[config.mk]
export PLATFORM = sky130hd
export DESIGN_NAME = button_pulse_conditioner
export DESIGN_NICKNAME = d
export VERILOG_FILES = /design/src/rtl/button_pulse_conditioner.sv
export SDC_FILE = /design/constraint.sdc
export NUM_CORES = 1
export LEC_CHECK = 0
export CAP_MARGIN = 20
export CORE_MARGIN = 1.5
export CORE_UTILIZATION = 65
export CTS_CLUSTER_SIZE = 8
export DETAILED_ROUTE_END_ITERATION = 8
export GPL_ROUTABILITY_DRIVEN = 0
export GPL_TIMING_DRIVEN = 0
export PLACE_DENSITY = 0.84
export SYNTH_ARGS = -nofsm -noshare
export SYNTH_HDL_FRONTEND = slang
export SYNTH_SLANG_ARGS = --single-unit
[constraint.sdc]
create_clock -name clk -period 6.8 [get_ports clk]
set_input_delay 1.36 -clock clk [delete_from_list [all_inputs] [get_ports clk]]
set_output_delay 1.36 -clock clk [all_outputs]
set_load 0.02 [all_outputs]
[src/rtl/button_pulse_conditioner.sv]
// Conditions three raw push-buttons into single-cycle request pulses (Ain/Bin/Cin).
// Each channel is synchronised, debounced and edge-detected; a fixed a>b>c arbiter serialises pulses.
module button_pulse_conditioner #(
  parameter int DEBOUNCE_CYCLES = 500000,
  parameter int CNT_W           = 20
) (
  input  logic       clk,
  input  logic       rst,
  input  logic       btn_a,
  input  logic       btn_b,
  input  logic       btn_c,
  output logic       Ain,
  output logic       Bin,
  output logic       Cin,
  output logic [2:0] btn_lvl,
  output logic [2:0] pend
);

  localparam logic [CNT_W-1:0] CNT_LAST = CNT_W'(DEBOUNCE_CYCLES - 1);

  logic [2:0]       btn_raw;
  logic [2:0]       sync_p0;
  logic [2:0]       sync_p1;
  logic [CNT_W-1:0] cnt [3];
  logic [2:0]       stable;
  logic [2:0]       qualify;
  logic [2:0]       rise;
  logic [2:0]       grant;

  function automatic logic [2:0] pick(input logic [2:0] req);
    if (req[0])      return 3'b001;
    else if (req[1]) return 3'b010;
    else if (req[2]) return 3'b100;
    else             return 3'b000;
  endfunction

  assign btn_raw = {btn_c, btn_b, btn_a};

  // Stage 0/1: two-flop synchroniser per channel
  always_ff @(posedge clk or posedge rst) begin
    if (rst) begin
      sync_p0 <= '0;
      sync_p1 <= '0;
    end else begin
      sync_p0 <= btn_raw;
      sync_p1 <= sync_p0;
    end
  end

  always_comb begin
    qualify = '0;
    for (int i = 0; i < 3; i++)
      qualify[i] = (sync_p1[i] != stable[i]) && (cnt[i] == CNT_LAST);
    rise  = qualify & sync_p1;
    grant = pick(pend);
  end

  // Stage 2: debounce counters and accepted stable levels
  always_ff @(posedge clk or posedge rst) begin
    if (rst) begin
      stable <= '0;
      for (int i = 0; i < 3; i++) cnt[i] <= '0;
    end else begin
      for (int i = 0; i < 3; i++) begin
        if (sync_p1[i] == stable[i]) begin
          cnt[i] <= '0;
        end else if (qualify[i]) begin
          stable[i] <= sync_p1[i];
          cnt[i]    <= '0;
        end else begin
          cnt[i] <= cnt[i] + 1'b1;
        end
      end
    end
  end

  assign btn_lvl = stable;

  // Stage 3: pending flags and arbitrated pulses; a new rise outranks a same-edge grant
  always_ff @(posedge clk or posedge rst) begin
    if (rst) begin
      pend           <= '0;
      {Cin, Bin, Ain} <= '0;
    end else begin
      pend           <= (pend & ~grant) | rise;
      {Cin, Bin, Ain} <= grant;
    end
  end

endmodule

# == Yosys cells after proc, flatten, opt, wreduce, memory -nomap -nowiden ==
# Cells that the tools add are included.
# totals
register_bits,75
# op_classes
eq_ne,9
bitwise_logic,7
mux,9
n_addsub,3
reduce_logical,6
# op_table
operator,count
$mux 20,6
$add 20x1->20 const B,3
$eq 20x19->1 const B,3
$mux 3,3
$and 3x3->3,2
$reduce_and 2->1,3
$eq 1x1->1,3
$logic_and 1x1->1,3
$ne 1x1->1,3
$not 1->1,3
$not 3->3,1
$or 3x3->3,1

# == Logic depth before layout (Yosys ltp) ==
# depth
word_depth,6
mapped_depth,7
mapped_depth_nobuf,5

# == Worst setup path after synthesis ==
# OpenSTA, ideal clock, no wires.
# synth_path
path_type,register to register
from,register cnt[0] (netlist name)
to,register cnt[10] (netlist name)
arrival_time_ps,1839
period_less_slack_ps,1961
n_path_buf,1
path_stages_with_launch,6
slack_ps,4839
path_cell_list,dfrtp_1 ha_1 nand4_1 o41ai_2 buf_2 nor2_1
# synth_between
elab_chain_cells,4
word_cells_on_any_way,5
classes_between,add/sub (1); eq/ne (1); mux (2); reduce/logical (1)
# synth_rtl
element,line_no,text
start: declaration,24,logic [CNT_W-1:0] cnt [3];
start signal: indexed assignment,71,cnt[i] <= cnt[i] + 1'b1;
branches (longest 2 deep; another with $add 20x1->20),-,
$mux 20 *,67,end else if (qualify[i]) begin
$mux 20 *,65,if (sync_p1[i] == stable[i]) begin
# Mark *: on every way between the ends.
# A chain may end at the register's enable or synchronous reset.

# == Worst setup path in the final report ==
# layout_path
from,register pend[0]
to,output port pend[0]
# layout_lines
element,line_no,text
start: declaration,16,output logic [2:0] pend
start signal: assignment,85,pend <= (pend & ~grant) | rise;
# No word-level cell between the ends.

==> summary.txt <==
Place
  • Post-DP HPWL: 4470 um
  • Placed Cells: 428
  • Input/output buffers: 13
  • Pre-CTS WS: 4.23 ns

Finish
  • Share of post-route cells with drive strength above 1: 0.0936
  • ANT cells: 0
  • Final Net Count: 377
  • Syn-to-layout area delta: 11.7%
  • Layout Cells excl Fill: 444
  • Fill cells: 401

Setup path
  • Setup CP Type: reg2out
  • CP top delay family: buffers and inverters
  • Worst Path Arrival: 1.54 ns
  • Slowest cell delay on critical path: 0.59 ns
  • Critical path's slowest cell: clkdlybuf4s50_1
  • Required @ worst endpoint: 5.44 ns
  • CP Capture Type: output port
  • Crit path cell chain: buf_4, clkdlybuf4s50_1
  • Critical path buffers and inverters: 2
  • Crit path launch type: flip-flop
  • Max Fanout on Critical Path: 6
  • Levels on crit path: 2
  • R2r worst-path depth: 5

Clocking
  • Num CTS Buffers: 9
  • # Post-CTS Setup Buffers: 0
  • Root Driver: clkbuf_8
  • CTS tree: done
  • Clock sink count: 75
  • Clk buf depth: 2
  • Clock transition at path regs: 0.07 ns
  • # resized after CTS: 0
  • H-tree depth: 3
  • # hold bufs at CTS: 0
  • Worst-Skew Late Latency: 0.35 ns

STA
  • Worst Clk Skew: 0.0100 ns
  • # setup viols final: 0
  • Worst Tran Pin Value: 0.910 ns
  • Total negative slack: 0 ns
  • Max_slew headroom: 0.393
  • Highest Clock Rate: 0.344 GHz
  • Final period util: 0.427
  • Max-slew violations: 0
  • Final number of hold-violating endpoints: 0
  • Post-layout min period: 2.90 ns
  • RSZ-0062 raised after global routing: no
  • Fin worst setup slack: 3.90 ns
  • Final Hold Slack: 0.351 ns

Synth
  • Unique cell type count in the Yosys netlist: 37
  • Most common cell in the synthesized netlist: dfrtp_1
  • Area leader, netlist: dfrtp_1
  • Synthesized instance count: 345
  • Syn avg cell area: 10.1 um2
  • Synthesis Warnings: 0
  • Synthesized flop and latch total: 75
  • Post-synth EDFFs: 0
  • Async SR Flop Fraction: 1.00
  • Seq/Total Area, Yosys: 0.536
  • Most frequent cells after synthesis: 75 x dfrtp_1, 44 x nor2_1, 24 x xnor2_1
  • Top cell type's share of synthesized area: 0.536
  • Dominant synthesized flop cell: dfrtp_1
  • Synthesized Nets: 353
  • Netlist Area Pre-Place: 3500 um2
  • Top cells by area, synth: dfrtp_1 54%, xnor2_1 6.0%, nor2_1 4.7%

Global route
  • First-pass GRT wire length: 11,200 um
  • Gr ovfl total: 0
  • GR Util All Layers: 0.249
  • Largest net degree at the start of global routing: 76
  • Antenna violations before repair: 0
  • Vias in the first global route: 2,502

Pwr
  • Max IR drop VDD: 147 uV
  • Leak: 1.56 nW
  • PwrDens: 207 nW/um2

Worst hold path
  • WHS Path Cells: 0
  • Hold crit path type: reg2reg

Detailed routing
  • Drt total wl: 6610 um
  • Vias/cell: 5.97
  • Wire per inst: 14.9 um
  • First-pass iteration count of the detailed router: 4
  • Routed vias: 2,650
  • DRT iter0 DRCs: 179
  • Detail Route Antenna Nets: 0
  • Remaining DRCs: 0

Floorplanning
  • Core area: 5140 um2
  • DIE AREA: 5830 um2
  • Die W: 76.4 um
  • Site row count: 26
  • Die height: 76.4 um
  • IO Count: 14
  • Initial Util: 0.681

Run
  • Max cap viols: 0

Outcome
  • Status: completed
==> final timing paths <==
| kind | from | to | slack, ns |
|---|---|---|---|
| worst max register to register | cnt[0]$_DFF_PP0_ | cnt[7]$_DFF_PP0_ | 4.34 |
| worst min register to register | sync_p0[2]$_DFF_PP0_ | sync_p1[2]$_DFF_PP0_ | 0.35 |
| worst max-delay path | pend[0]$_DFF_PP0_ | pend[0] | 3.90 |
| min in group asynchronous | rst | cnt[13]$_DFF_PP0_ | 1.56 |
| max in group asynchronous | rst | cnt[54]$_DFF_PP0_ | 4.63 |
| worst min-delay path | sync_p0[2]$_DFF_PP0_ | sync_p1[2]$_DFF_PP0_ | 0.35 |
==> layout by cell type, fill, tap and decap left out, types with 2 or more instances in the layout <==
master,n
a21oi_1,20
nor2_1,44
and4_1,4
o31ai_1,7
o21ai_0,15
or3_2,2
or4_1,13
xnor2_1,24
or2_2,3
mux2_2,3
dfrtp_1,75
nand3_1,22
xor2_1,13
nor3b_1,2
nor4_1,9
nor4b_1,2
clkdlybuf4s50_1,13
buf_2,3
clkbuf_8,12
nor3_1,5
nand2b_1,3
nand4_1,14
clkbuf_1,3
inv_1,8
buf_4,2
and3_1,4
nand2_1,21
ha_1,3
or3_1,11
==> area by class of cell <==
type                            instances  area, um2  share of cell area
Clock buffer                           13        169              0.0432
Inverter                                9       36.3             0.00928
Multi-Input combinational cell        254       1550               0.397
Timing Repair Buffer                   13        130              0.0333
Clock inverter                          3       21.3             0.00544
Tap cell                               70       87.6              0.0224
Buffer                                  7       37.5             0.00960
Sequential cell                        75       1880               0.480
==> worst reg2reg max path, cell delays in order (launching register included) <==
cell     delay (ns)
dfrtp_1        0.41
ha_1           0.23
nand4_1        0.33
o41ai_2        0.94
buf_2          0.35
nor2_1         0.08
==> logic make-up after synthesis <==
kind of cell / after synthesis / share of synthesized area
multiplexers: 3 / 0.00966
AND/OR/NAND/NOR: 166 / 0.256
flip-flops: 75 / 0.536
adder cells (fa/ha/maj): 3 / 0.0107
AO/OA/AOI/OAI: 45 / 0.0737
XOR/XNOR: 37 / 0.0926
buffers and inverters: 16 / 0.0204
==> metal layers <==
metal | vias up | GRT usage | routed length (um)
met5 | - | 0 | 0
met4 | 0 | 0.122 | 140
met3 | 10 | 0.0635 | 248
met2 | 50 | 0.382 | 3140
met1 | 1302 | 0.332 | 3080
li1 | 1288 | - | -
==> state kept, by name, summed over array words and instances (netlist names) <==
name / cells
pend: 3
btn_lvl: 3
sync_p1: 3
Ain: 1
Cin: 1
cnt: 60
Bin: 1
sync_p0: 3
==> where the power goes <==
group	total, mW	internal, mW	switching, mW
Combinational	0.0279	0.00862	0.0192
Clock	0.322	0.163	0.159
Sequential	0.458	0.452	0.00572
==> metrics by stage <==
| stage | instance area, um2 | utilization | total power [mW] |
|---|---|---|---|
| floorplan | 3500 | - | 0.485 |
| global placement | 3720 | 0.723 | 0.493 |
| global route | 3910 | 0.760 | 0.836 |
| CTS | 3910 | 0.760 | 0.815 |
| detailed placement | 3720 | 0.723 | 0.494 |
| finish | 3910 | 0.760 | 0.808 |
Power figures use the tool's default switching activity.
